`src/rtl/interval_meter.sv`:
```
`default_nettype none
// ============================================================================
//  Module      : interval_meter
//  Description : Measures the number of clock cycles between a rising edge on
//                start_in and a later rising edge on stop_in. The result is
//                saturated at full scale, flagged on overflow, and held on a
//                ready/valid output until it is consumed.
//  Revision    : 1.0 - initial release
// ============================================================================
module interval_meter #(
   parameter int WIDTH = 8
) (
   input  logic             clk,
   input  logic             arst,
   input  logic             srst,
   input  logic             start_in,
   input  logic             stop_in,
   output logic [WIDTH-1:0] meas,
   output logic             overflow,
   output logic             meas_valid,
   input  logic             meas_ready,
   output logic             busy
);

   localparam logic [WIDTH-1:0] c_max_count = {WIDTH{1'b1}};
   localparam logic [WIDTH-1:0] c_one       = {{(WIDTH-1){1'b0}}, 1'b1};

   typedef enum logic [1:0] {
      S_IDLE    = 2'd0,
      S_MEASURE = 2'd1,
      S_HOLD    = 2'd2
   } state_t;

   state_t           r_state;
   logic [WIDTH-1:0] r_count;
   logic             r_sticky;
   logic             r_start_prev;
   logic             r_stop_prev;
   logic [WIDTH-1:0] r_meas;
   logic             r_overflow;
   logic             r_meas_valid;
   logic             r_busy;

   logic             w_start_ev;
   logic             w_stop_ev;
   logic             w_at_max;
   logic [WIDTH-1:0] w_cnt_sat;

   // Rising-edge events and the saturating next count value.
   always_comb begin
      w_start_ev = start_in & ~r_start_prev;
      w_stop_ev  = stop_in  & ~r_stop_prev;
      w_at_max   = (r_count == c_max_count);
      w_cnt_sat  = w_at_max ? c_max_count : (r_count + c_one);
   end

   // Measurement FSM, counter, edge history and registered result outputs.
   // The previous-value registers reset high so that a level already present
   // when reset is released is not mistaken for a fresh edge.
   always_ff @(posedge clk or negedge arst) begin
      if (!arst) begin
         r_state      <= S_IDLE;
         r_count      <= '0;
         r_sticky     <= 1'b0;
         r_start_prev <= 1'b1;
         r_stop_prev  <= 1'b1;
         r_meas       <= '0;
         r_overflow   <= 1'b0;
         r_meas_valid <= 1'b0;
         r_busy       <= 1'b0;
      end else if (srst) begin
         r_state      <= S_IDLE;
         r_count      <= '0;
         r_sticky     <= 1'b0;
         r_start_prev <= 1'b1;
         r_stop_prev  <= 1'b1;
         r_meas       <= '0;
         r_overflow   <= 1'b0;
         r_meas_valid <= 1'b0;
         r_busy       <= 1'b0;
      end else begin
         r_start_prev <= start_in;
         r_stop_prev  <= stop_in;
         case (r_state)
            S_IDLE: begin
               // Stop events are meaningless here; a start always wins.
               if (w_start_ev) begin
                  r_count  <= '0;
                  r_sticky <= 1'b0;
                  r_busy   <= 1'b1;
                  r_state  <= S_MEASURE;
               end
            end
            S_MEASURE: begin
               if (w_stop_ev) begin
                  // The stop edge itself counts as the final cycle.
                  r_meas       <= w_cnt_sat;
                  r_overflow   <= w_at_max | r_sticky;
                  r_meas_valid <= 1'b1;
                  r_busy       <= 1'b0;
                  r_state      <= S_HOLD;
               end else if (w_start_ev) begin
                  r_count  <= '0;
                  r_sticky <= 1'b0;
               end else begin
                  r_count  <= w_cnt_sat;
                  r_sticky <= r_sticky | w_at_max;
               end
            end
            S_HOLD: begin
               // Result stays frozen until consumed; a start coinciding with
               // the handshake begins the next measurement immediately.
               if (meas_ready) begin
                  r_meas_valid <= 1'b0;
                  if (w_start_ev) begin
                     r_count  <= '0;
                     r_sticky <= 1'b0;
                     r_busy   <= 1'b1;
                     r_state  <= S_MEASURE;
                  end else begin
                     r_state  <= S_IDLE;
                  end
               end
            end
            default: begin
               r_state      <= S_IDLE;
               r_busy       <= 1'b0;
               r_meas_valid <= 1'b0;
            end
         endcase
      end
   end

   assign meas       = r_meas;
   assign overflow   = r_overflow;
   assign meas_valid = r_meas_valid;
   assign busy       = r_busy;

endmodule
`default_nettype wire

```
`config.mk`:
```
export PLATFORM = sky130hd
export DESIGN_NAME = interval_meter
export DESIGN_NICKNAME = d
export VERILOG_FILES = /design/src/rtl/interval_meter.sv
export SDC_FILE = /design/constraint.sdc
export NUM_CORES = 1
export LEC_CHECK = 0
export CORE_MARGIN = 3
export CORE_UTILIZATION = 45
export CTS_CLUSTER_SIZE = 10
export DETAILED_ROUTE_END_ITERATION = 10
export PLACE_DENSITY = 0.68
export SLEW_MARGIN = 20
export SYNTH_ARGS = -nofsm -noshare
export SYNTH_HDL_FRONTEND = slang
export SYNTH_SLANG_ARGS = --single-unit
```
`constraint.sdc`:
```
create_clock -name clk -period 4.7 [get_ports clk]
set_input_delay 0.705 -clock clk [delete_from_list [all_inputs] [get_ports clk]]
set_output_delay 0.705 -clock clk [all_outputs]
set_load 0.02 [all_outputs]
```
==> flow_metrics.tcl, run 1 <==
set metrics [dict create \
    unrepaired_setup_endpoints_after_global_routing "no" \
    first_iter_violations 37 \
    synth.yosys.warnings 0 \
    syn_area_per_cell_sq_um 10.20 \
    cell_internal_pwr_mw 0.2586 \
    avgViaCountPerCell 5.691 \
    power_density_mw_per_mm2 241.2 \
    grt_pass1_wl_um 4084 \
    placedCellCount 161 \
    fp.coreArea_sq_mm 0.002545 \
    reg2reg_to "meas[0]" \
    synth_seq_area_share 0.4888 \
    outcome "finished, final reports clean" \
    clk_transition_reported_paths_ps 130 \
    crit_path_top_delay_cell "sky130_fd_sc_hd__or4_1" \
    sequentialPowerShare 0.626 \
    antenna_violating_nets_post_route 0 \
    grt_start_max_net_pins 25 \
    path_cells "clkdlybuf4s50_1 -> or4_1 -> a31oi_1 -> o21ba_1" \
    stdcell_area_sq_mm 0.001419 \
    num-nets-final 143 \
    clock_path_buffers 2 \
    tritoncts "yes" \
    cts.repair.resized 0 \
    synth.cells.most_frequent "sky130_fd_sc_hd__dfrtp_1, sky130_fd_sc_hd__nor2_1, sky130_fd_sc_hd__nand2_1, sky130_fd_sc_hd__a21oi_1" \
    share_of_power_burned_in_combinational_logic 0.101 \
    share_clk_of_total_power 0.272 \
    p_sw_mw 0.08361 \
    timing.critical_path.fanout_max 19 \
    routed_wl_um 2430 \
    drive_gt1_frac 0.1407 \
    setup.worst_path.end_class "flop" \
    pin_count 17 \
    number_of_buffers_inserted_to_repair_setup_after_cts 0 \
    ys_ff_latch 24 \
    synthArstFlopShare 1.000 \
    irDropWorstVdd_mv 0.2125 \
    post_synthesis_cells 121 \
    highest_cell_delay_on_the_worst_timing_path_ps 780 \
    yosys.cell_types.count 47 \
    ctsHoldBuffers 0 \
    worst_pin_slew_ps 854.3 \
    postPlaceCellArea_sq_mm 0.001398 \
    hold_violations 0 \
    routed-via-count 939 \
    synthToLayoutAreaGrowth_pct 15.01 \
    number_of_global_route_vias_before_repair 890 \
    netlist.top_cell.by_area "sky130_fd_sc_hd__dfrtp_1" \
    grt_antenna_before_repair 0 \
    first_pass_iters 4 \
    overflow 0 \
    grt_util_all_layers 0.1529 \
    min_period_over_period 0.4973 \
    worstSetupStartpointType "input pin" \
    critPathKind "in -> reg" \
    power.leakage_nw 0.6161 \
    clockRootBuffer "sky130_fd_sc_hd__clkbuf_4" \
    numClockSinks 24 \
    fmaxAchievable_mhz 427.8 \
    drv_cap 0 \
    initial_core_util 0.4848 \
    dieHeight_um 58.36 \
    r2r.worst_path.cells 4 \
    rows 18 \
    switching_share 0.2444 \
    yosys_most_used_dff "sky130_fd_sc_hd__dfrtp_1" \
    setup_violations 0 \
    syn-cell-area_sq_mm 0.001234 \
    final_cell_count_no_fill 165 \
    timing.clock.skew_ps 10.99 \
    synth-edff-count 0 \
    synth.net_count 128 \
    clock_insertion_delay_worst_skew_ps 310 \
    io_buffer_count 16 \
    cts_htree_levels 1 \
    top_count_cell_post_synth "sky130_fd_sc_hd__dfrtp_1" \
    worst-endpoint-required_ps 4950 \
    gp_congestion 0.8466 \
    timing.rr.start "r_count[0]" \
    arrival_time_of_the_worst_setup_path_ps 2590 \
    antenna_cells 0 \
    overall_power_consumption_mw 0.3422 \
    detail_route.drc_violations 0 \
    post-route-min-period_ps 2337 \
    r2r_slack_ps 2880 \
    synth_area_leaders "sky130_fd_sc_hd__dfrtp_1, sky130_fd_sc_hd__nor2_1, sky130_fd_sc_hd__a311oi_2, sky130_fd_sc_hd__dfstp_2, sky130_fd_sc_hd__a21o_1" \
    numCtsBuffers 3 \
    place_hpwl_um 1768 \
    multi_input_area_sq_um 593.1 \
    timing.slew.headroom 0.4284 \
    holdCritPathClass "in -> async" \
    wl_per_instance_um 14.73 \
    die_w_um 58.36 \
    slew_viol_final 0 \
    layout.area.seq_sq_um 603.1 \
    fp.dieArea_sq_mm 0.003406 \
    final.fill_count 236 \
    fin_setup_tns_ps 0 \
    yosys.area.top_type_share 0.4462 \
]
==> worst max-delay path: cells and delay by family <==
| kind | cells | cell delay (ps) |
|---|---|---|
| buffers and inverters | 1 | 770 |
| AOI/OAI and AO/OA | 2 | 320 |
| and+or+nand+nor | 1 | 780 |
==> power by group through the flow <==
stage	clock, mW	sequential (mW)	combinational (mW)
2_1_floorplan	0	0.220	0.0175
3_3_place_gp	0	0.218	0.0350
3_5_place_dp	0	0.218	0.0355
4_1_cts	0.0959	0.214	0.0357
5_1_grt	0.108	0.215	0.0385
6_report	0.0931	0.214	0.0347
==> worst max-delay path by stage <==
stage | from | end | slack, ps
floorplan | start_in | r_count[7] | 2900
global placement | srst | r_count[7] | 2090
detailed placement | srst | r_count[5] | 2050
CTS | srst | r_count[7] | 2370
global route | srst | r_count[7] | 2230
finish | srst | r_count[7] | 2360
==> layout by cell type, fill, tap and decap left out, types with 4 or more instances in the layout <==
master,netlist,routed
sky130_fd_sc_hd__nor2_1,18,18
sky130_fd_sc_hd__nand2_1,7,7
sky130_fd_sc_hd__clkdlybuf4s50_1,0,15
sky130_fd_sc_hd__a311oi_2,4,4
sky130_fd_sc_hd__nor3_1,5,5
sky130_fd_sc_hd__a21oi_1,6,6
sky130_fd_sc_hd__dfrtp_1,22,22
sky130_fd_sc_hd__a21o_1,5,5
==> stage by stage <==
step | worst slack [ps] | hold slack, ps | util
6_report | 2363 | 343.8 | 0.5575
3_3_place_gp | 2092 | 474.6 | 0.5492
3_5_place_dp | 2054 | 479.7 | 0.5492
5_1_grt | 2228 | 361.6 | 0.5575
4_1_cts | 2374 | 512.6 | 0.5595
2_1_floorplan | 2903 | 409.4 | -
==> cell families (layout without fill, tap and decap cells) <==
logic type	Yosys count	count (layout)	share of synthesized area
buffers and inverters	7	21	0.03042
adders and majority gates	1	1	0.01014
xor gates and xnor gates	2	2	0.01420
AOI/OAI and AO/OA	31	31	0.2100
DFF	24	24	0.4888
and+or+nand+nor	56	56	0.2465
==> layer usage <==
metal,track usage,up-vias,part of all wire
li1,-,465,-
met1,0.2239,449,0.51
met2,0.2344,21,0.44
met3,0.01974,4,0.044
met4,0.04967,0,0.011
met5,0,-,0
==> flip-flops by register name (all words and copies together), names as in the netlist <==
name	count
busy	1
meas	8
overflow	1
r_stop_prev	1
r_sticky	1
r_state	2
r_count	8
r_start_prev	1
meas_valid	1
==> layout make-up <==
type | count | share of cell area
clock buffer | 4 | 0.01852
inverter | 1 | 0.002646
multi-input combinational | 90 | 0.4180
sequential | 24 | 0.4250
tap | 30 | 0.02646
timing repair buffer | 16 | 0.1093
No activity file was read; power rests on OpenSTA's default activity.
==> inputs of run 2 (changes only) <==
--- a/config.mk
+++ b/config.mk
@@ -9,7 +9,7 @@
 export CORE_UTILIZATION = 45
 export CTS_CLUSTER_SIZE = 10
 export DETAILED_ROUTE_END_ITERATION = 10
-export PLACE_DENSITY = 0.68
+export PLACE_DENSITY = 0.7
 export SLEW_MARGIN = 20
 export SYNTH_ARGS = -nofsm -noshare
 export SYNTH_HDL_FRONTEND = slang
==> constraint.sdc (replaced) <==
create_clock -name clk -period 2 [get_ports clk]
set_input_delay 0.3 -clock clk [delete_from_list [all_inputs] [get_ports clk]]
set_output_delay 0.3 -clock clk [all_outputs]
set_load 0.02 [all_outputs]
==> flow_metrics.tcl, run 2 (synthesis gave the netlist of run 1 again) <==
set metrics [dict create \
    outcome "finished, final reports clean" \
    timing.rr.start "r_count[0]" \
    place_hpwl_um 1782 \
    arrival_time_of_the_worst_setup_path_ps 2020 \
    worstPathBufferInverterCount 0 \
    clk_transition_reported_paths_ps 140 \
    initial_core_util 0.4848 \
    timing.critical_path.max_delay_family "simple AND/OR/NAND/NOR gates" \
    setup.worst_path.end_class "flop" \
    power.leakage_nw 0.6586 \
    slew_viol_final 0 \
    first_iter_violations 39 \
    pin_count 17 \
    routed-via-count 935 \
    r2r.worst_path.cells 4 \
    dieHeight_um 58.36 \
    clockRootBuffer "sky130_fd_sc_hd__clkbuf_4" \
    clock_insertion_delay_worst_skew_ps 310 \
    hold_violations 0 \
    antenna_cells 0 \
    fp.coreArea_sq_mm 0.002545 \
    worstSetupStartpointType "flop" \
    die_w_um 58.36 \
    timing.clock.skew_ps 3.150 \
    worst-endpoint-required_ps 2230 \
    setup_violations 0 \
    timing.slew.headroom 0.6420 \
    grt_pass1_wl_um 4271 \
    first_pass_iters 4 \
    timing.hold.ws_ps 326.2 \
    num-nets-final 149 \
    grt_antenna_before_repair 0 \
    timing.critical_path.fanout_max 8 \
    number_of_buffers_inserted_to_repair_setup_after_cts 0 \
    cts_htree_levels 1 \
    clock_path_buffers 2 \
    crit_path_top_delay_cell "sky130_fd_sc_hd__or3_1" \
    fmaxAchievable_mhz 558.4 \
    critPathKind "reg -> reg" \
    numCtsBuffers 3 \
    min_period_over_period 0.8954 \
    rows 18 \
    postPlaceCellArea_sq_mm 0.001443 \
    grt_start_max_net_pins 25 \
    numClockSinks 24 \
    gp_congestion 0.8200 \
    fp.dieArea_sq_mm 0.003406 \
    r2r_slack_ps 210 \
    io_buffer_count 16 \
    cts.repair.resized 0 \
    mostFrequentLayoutCell "sky130_fd_sc_hd__dfrtp_1" \
    synthToLayoutAreaGrowth_pct 21.20 \
    power_density_mw_per_mm2 631.1 \
    mostFrequentLayoutCells "sky130_fd_sc_hd__dfrtp_1, sky130_fd_sc_hd__nor2_1, sky130_fd_sc_hd__clkdlybuf4s50_1" \
    holdCritPathClass "in -> async" \
    tritoncts "yes" \
    number_of_global_route_vias_before_repair 925 \
    worst_pin_slew_ps 532.5 \
    wl_per_instance_um 14.33 \
    drv_cap 0 \
    stdcell_area_sq_mm 0.001495 \
    antenna_violating_nets_post_route 0 \
    post-route-min-period_ps 1791 \
    overflow 0 \
    fin_setup_tns_ps 0 \
    ctsHoldBuffers 0 \
    unrepaired_setup_endpoints_after_global_routing "no" \
    routed_wl_um 2450 \
    drive_gt1_frac 0.1773 \
    irDropWorstVdd_mv 0.6638 \
    path_cells "ha_1 -> nand3_2 -> or3_1 -> a311oi_2" \
    avgViaCountPerCell 5.468 \
    detail_route.drc_violations 0 \
    grt_util_all_layers 0.1613 \
    reg2reg_to "meas[0]" \
    highest_cell_delay_on_the_worst_timing_path_ps 570 \
]
## run 2: where the power goes
group          leakage [nW]  switching, mW  internal [mW]
combinational         0.304         0.0495         0.0404
clock                0.0279          0.147          0.202
sequential            0.326        0.00775          0.496
total                 0.659          0.205          0.739
## run 2: per-layer routing
| metal | vias up | part of all wire | global-route usage |
|---|---|---|---|
| met3 | 0 | 0.052 | 0.02851 |
| met1 | 435 | 0.50 | 0.2370 |
| met4 | 0 | 0 | 0.04967 |
| met5 | - | 0 | 0 |
| met2 | 18 | 0.45 | 0.2424 |
| li1 | 482 | - | - |
## run 2: area by class of cell
class / count / area (sq um)
clock inverter: 1 / 30.03
clock buffer: 3 / 22.52
sequential: 24 / 603.1
tap: 30 / 37.54
multi-input combinational: 90 / 593.1
timing repair buffer: 22 / 205.2
fill: 213 / 1050
inverter: 1 / 3.754
## run 2: how the worst max path moves through the flow
stage	from	endpoint	slack, ps	depth (start not counted)
CTS	r_count[0]	meas[0]	200	4
floorplan	r_count[0]	meas[0]	410	5
detailed placement	start_in	r_count[7]	20	5
finish	r_count[0]	meas[0]	210	4
global placement	start_in	r_count[7]	50	5
global route	r_count[0]	meas[2]	90	4
## run 2: stage by stage
stage                     instances  worst slack (ps)  utilization  power [mW]
after floorplan                 121             406.0            -      0.5590
final                           171             209.1       0.5875      0.9435
after CTS                       171             195.2       0.5875      0.9516
after global routing            171             88.12       0.5875      0.9856
after detailed placement        167             17.62       0.5669      0.6034
after global placement          167             46.91       0.5669      0.6020
